===== config.mk =====
export PLATFORM = sky130hd
export DESIGN_NAME = byte_demux_16
export DESIGN_NICKNAME = d
export VERILOG_FILES = /design/src/rtl/byte_demux_16.sv
export SDC_FILE = /design/constraint.sdc
export NUM_CORES = 1
export LEC_CHECK = 0
export ABC_AREA = 1
export CORE_UTILIZATION = 49
export DETAILED_ROUTE_END_ITERATION = 8
export PLACE_DENSITY = 0.82
export SLEW_MARGIN = 20
export SYNTH_ARGS = -nofsm -noshare
export SYNTH_HDL_FRONTEND = slang
export SYNTH_SLANG_ARGS = --single-unit

===== constraint.sdc =====
create_clock -name clk -period 5.3 [get_ports clk]
set_input_delay 1.06 -clock clk [delete_from_list [all_inputs] [get_ports clk]]
set_output_delay 1.06 -clock clk [all_outputs]
set_load 0.1 [all_outputs]

===== src/rtl/byte_demux_16.sv =====
// Byte-to-word frame assembler: collects 16 bytes into a 128-bit word, first byte in the top slot,
// and holds the completed word under a valid/ready handshake with backpressure on the byte side.
module byte_demux_16 #(
    parameter int DATA_W   = 8,
    parameter int ERRCNT_W = 8
) (
    input  logic                  clk,
    input  logic                  rst,
    input  logic [DATA_W-1:0]     din,
    input  logic                  din_valid,
    input  logic                  sof,
    output logic                  din_ready,
    output logic [3:0]            sel,
    output logic [16*DATA_W-1:0]  word_out,
    output logic                  word_valid,
    input  logic                  word_ready,
    output logic                  err_sync,
    output logic [ERRCNT_W-1:0]   err_cnt
);

    typedef enum logic [1:0] {
        IDLE = 2'd0,
        FILL = 2'd1,
        FULL = 2'd2
    } state_t;

    state_t                 state_q, state_d;
    logic [3:0]             sel_q, sel_d;
    logic [16*DATA_W-1:0]   word_q, word_d;
    logic                   word_valid_q, word_valid_d;
    logic                   err_sync_q, err_sync_d;
    logic [ERRCNT_W-1:0]    err_cnt_q, err_cnt_d;

    logic                   accept;
    logic                   wr_en;
    logic [3:0]             wr_sel;
    logic [15:0]            slot_we;

    assign din_ready = (state_q != FULL) || word_ready;
    assign accept    = din_valid && din_ready;

    // Byte lane gi holds slot gi+1, which the select value 15-gi addresses.
    genvar gi;
    generate
        for (gi = 0; gi < 16; gi++) begin : g_slot
            assign slot_we[gi] = wr_en && (wr_sel == 4'(15 - gi));
        end
    endgenerate

    always_comb begin
        state_d    = state_q;
        sel_d      = sel_q;
        wr_en      = 1'b0;
        wr_sel     = sel_q;
        err_sync_d = 1'b0;
        case (state_q)
            IDLE: begin
                if (accept) begin
                    if (sof) begin
                        wr_en   = 1'b1;
                        wr_sel  = 4'd0;
                        sel_d   = 4'd1;
                        state_d = FILL;
                    end else begin
                        err_sync_d = 1'b1;
                    end
                end
            end
            FILL: begin
                if (accept) begin
                    wr_en = 1'b1;
                    if (sof) begin
                        err_sync_d = 1'b1;
                        wr_sel     = 4'd0;
                        sel_d      = 4'd1;
                    end else begin
                        wr_sel = sel_q;
                        sel_d  = sel_q + 4'd1;
                        if (sel_q == 4'd15) begin
                            state_d = FULL;
                        end
                    end
                end
            end
            FULL: begin
                if (word_ready) begin
                    state_d = IDLE;
                    if (accept) begin
                        if (sof) begin
                            wr_en   = 1'b1;
                            wr_sel  = 4'd0;
                            sel_d   = 4'd1;
                            state_d = FILL;
                        end else begin
                            err_sync_d = 1'b1;
                        end
                    end
                end
            end
            default: begin
                state_d = IDLE;
                sel_d   = 4'd0;
            end
        endcase
    end

    always_comb begin
        word_d = word_q;
        for (int i = 0; i < 16; i++) begin
            if (slot_we[i]) begin
                word_d[i*DATA_W +: DATA_W] = din;
            end
        end
    end

    assign word_valid_d = (state_d == FULL);
    assign err_cnt_d    = (err_sync_d && (err_cnt_q != '1)) ? err_cnt_q + 1'b1 : err_cnt_q;

    always_ff @(posedge clk or posedge rst) begin
        if (rst) begin
            state_q      <= IDLE;
            sel_q        <= 4'd0;
            word_q       <= '0;
            word_valid_q <= 1'b0;
            err_sync_q   <= 1'b0;
            err_cnt_q    <= '0;
        end else begin
            state_q      <= state_d;
            sel_q        <= sel_d;
            word_q       <= word_d;
            word_valid_q <= word_valid_d;
            err_sync_q   <= err_sync_d;
            err_cnt_q    <= err_cnt_d;
        end
    end

    assign sel        = sel_q;
    assign word_out   = word_q;
    assign word_valid = word_valid_q;
    assign err_sync   = err_sync_q;
    assign err_cnt    = err_cnt_q;

endmodule

==> flow_summary.yaml <==
power_and_ir_drop:
  power.total_mw: 5.80
  leakagePower_nw: 4.22
  power.density_nw_per_um2: 705
  peakVddDrop_mv: 0.652
place:
  gp_congestion: 0.917
  placed_cells: 970
  portBuffers: 155
  dp_hpwl_um: 11100
critical_path:
  critPathCaptureType: "output pin"
  cp_common_cell: "clkdlybuf4s50_1"
  crit_path_cell_trace: "clkdlybuf4s50_1, inv_1, nand3_4, clkdlybuf4s50_1"
  reg2reg_from: "state_q[1]"
  slowest_stage: "clkdlybuf4s50_1"
  critical-path-top-delay-family: "buffers and inverters"
  worst_setup_path_start_kind: "input pin"
  setup.worst_path.start: "word_ready"
  crit_type: "in2out"
  timing.critical_path.buf_inv: 3
  reg2reg_slack_ns: 2.93
  crit_fanout: 7
  critPathMaxStageDelay_ns: 1.14
  cp-endpoint: "din_ready"
  critPathArrivalTime_ns: 2.83
  rr_endpoint: "word_out[54]"
  path_depth: 4
  required_ns: 4.24
  rr_worst_depth: 8
clock_network:
  clkTransAtPathRegs_ns: 0.06
  clk_latency_ns: 0.41
  cts_tree: "done"
  cts_hold_buf: 0
  cts_buffers: 17
  cts_max_level: 4
  cts_setup_buffers: 0
  cts_resized: 0
  cts.sinks: 144
  clk_path_buf_depth: 2
  cts_root_buffer: "clkbuf_16"
global_route:
  grt_pass1_vias: 5250
  grt_overflow: 0
  grt_first_pass_wirelength_um: 27500
  grt.total_usage_pct: 28.5
  antenna_found_initial: 0
  grt_max_degree: 83
timing:
  max_clock_freq_mhz: 257
  maxSlewViolCount: 0
  max-slew-margin-rel_pct: 30.2
  holdWs_ns: 0.469
  finalCriticalPeriod_ns: 3.89
  finClkSkew_ns: 0.00779
  fin_setup_tns_ns: 0
  tightestPinTransition_ns: 1.04
  grt_setup_unrepaired: "false"
  period_share_pct: 73.4
  finalHoldViolCount: 0
  finalSetupViolCount: 0
synth:
  ys.flop_type: "dfrtp_1"
  synthesis.area_um2: 6010
  synth_cells: 697
  avgSynthCellArea_um2: 8.62
  synth_top_cell_area_share_pct: 60.0
  synth_commonest_cells: "nand2_1 (347), dfrtp_1 (144), nand3_1 (81), clkbuf_1 (18)"
  synthTopCellsByArea: "dfrtp_1 (60%), nand2_1 (22%), nand3_1 (6.8%), o21ai_1 (1.3%), o21ai_0 (1.2%)"
  synth_nets: 712
  synthArstFlopShare_pct: 100
  ys_ff_latch: 144
  ys_seq_area_share_pct: 60.0
  synth_edf_count: 0
  synth_cell_types: 27
  yosys_warnings: 0
  synth_most_common_cell: "nand2_1"
  synth_area_leader_cell: "dfrtp_1"
status:
  status: "complete, no violations"
floorplanning:
  die_width_um: 113
  die_area_um2: 12700
  core_area_um2: 12000
  die_height_um: 113
  pin_count: 156
  rows: 40
  start_util_pct: 50.2
routing:
  vias: 5363
  dr.first_iter.drc_count: 356
  wl_per_cell_um: 17.0
  drtAntennaViolNets: 0
  drc: 0
  drt_pass1_iterations: 7
  finalWirelength_um: 17000
  vias_per_cell: 5.36
hold_path:
  holdCritStartpoint: "word_out[44]"
  hold_class: "reg2reg"
final_layout:
  fin_nets: 857
  fillerInstances: 924
  drive_gt1_share_pct: 6.09
  finalNonFillerCells: 1001
  area_growth_syn_to_layout_pct: 37.1
  diodes: 0
run:
  maxCapViolCount: 0
[routing by layer]
metal	track usage [%]	vias to the layer above	wire [um]	part of all wire (%)
li1	-	2495	-	-
met4	11.8	0	331	1.9
met3	7.87	30	1450	8.5
met1	36.9	2588	6950	41
met2	45.6	250	8310	49
met5	0	-	0	0
[flip-flops by register name, summed over array words and instances, names as in the netlist]
signal and count:
state_q 2, word_out 128, err_sync 1, word_valid 1, sel 4, err_cnt 8
[metrics by stage]
stage	worst slack, ns	instance area (um^2)	util, %
floorplan	0.374	6010	-
global route	1.37	8230	68.8
finish	1.41	8230	68.8
CTS	1.41	8230	68.8
detailed placement	1.41	7600	63.5
global placement	1.40	7600	63.5
[layout by cell type (no fill, tap or decap), types with 3 or more instances in the layout]
cell and instances:
nand3_1 81, nand4_1 3, o21ai_1 17, buf_4 3, clkdlybuf4s50_1 155, clkbuf_16 17
nor2_2 4, nor2_1 12, nand2_1 347, inv_6 4, inv_1 15, dfrtp_1 144
o21ai_0 13, inv_2 6, bufinv_16 4, xor2_1 5
[final cells by class]
class	instances	area, um^2	share of cell area [%]
inverter	22	87.6	1.06
timing repair buffer	158	1570	19.1
multi-input combinational	499	2150	26.1
sequential	144	3600	43.8
clock inverter	12	181	2.20
tap	147	184	2.23
clock buffer	19	453	5.50
[power breakdown]
part	total, mW	switching [mW]	internal (mW)	leakage, nW
combinational	2.97	2.40	0.572	1.98
clock	1.28	0.468	0.814	0.310
sequential	1.55	0.183	1.36	1.93
[logic make-up after synthesis]
kind of cell | synth area share [%]
AND/OR/NAND/NOR | 31.5
flip-flops | 60.0
buffers and inverters | 4.23
AO/OA/AOI/OAI | 2.83
XOR/XNOR | 1.02
adder cells (fa/ha/maj) | 0.417
[tightest hold or removal path, stage by stage (launching register included)]
cell	delay, ns
dfrtp_1	0.34
nand2_1	0.05
nand2_1	0.05
[how the worst min path moves through the flow]
stage	endpoint	slack [ns]	cells after the start
after floorplan	state_q[0]	0.55	2
after global placement	word_out[109]	0.45	2
after detailed placement	word_out[44]	0.46	2
after CTS	word_out[44]	0.47	2
after global routing	word_out[44]	0.50	2
final	word_out[44]	0.47	2
Power figures use the tool's default switching activity.
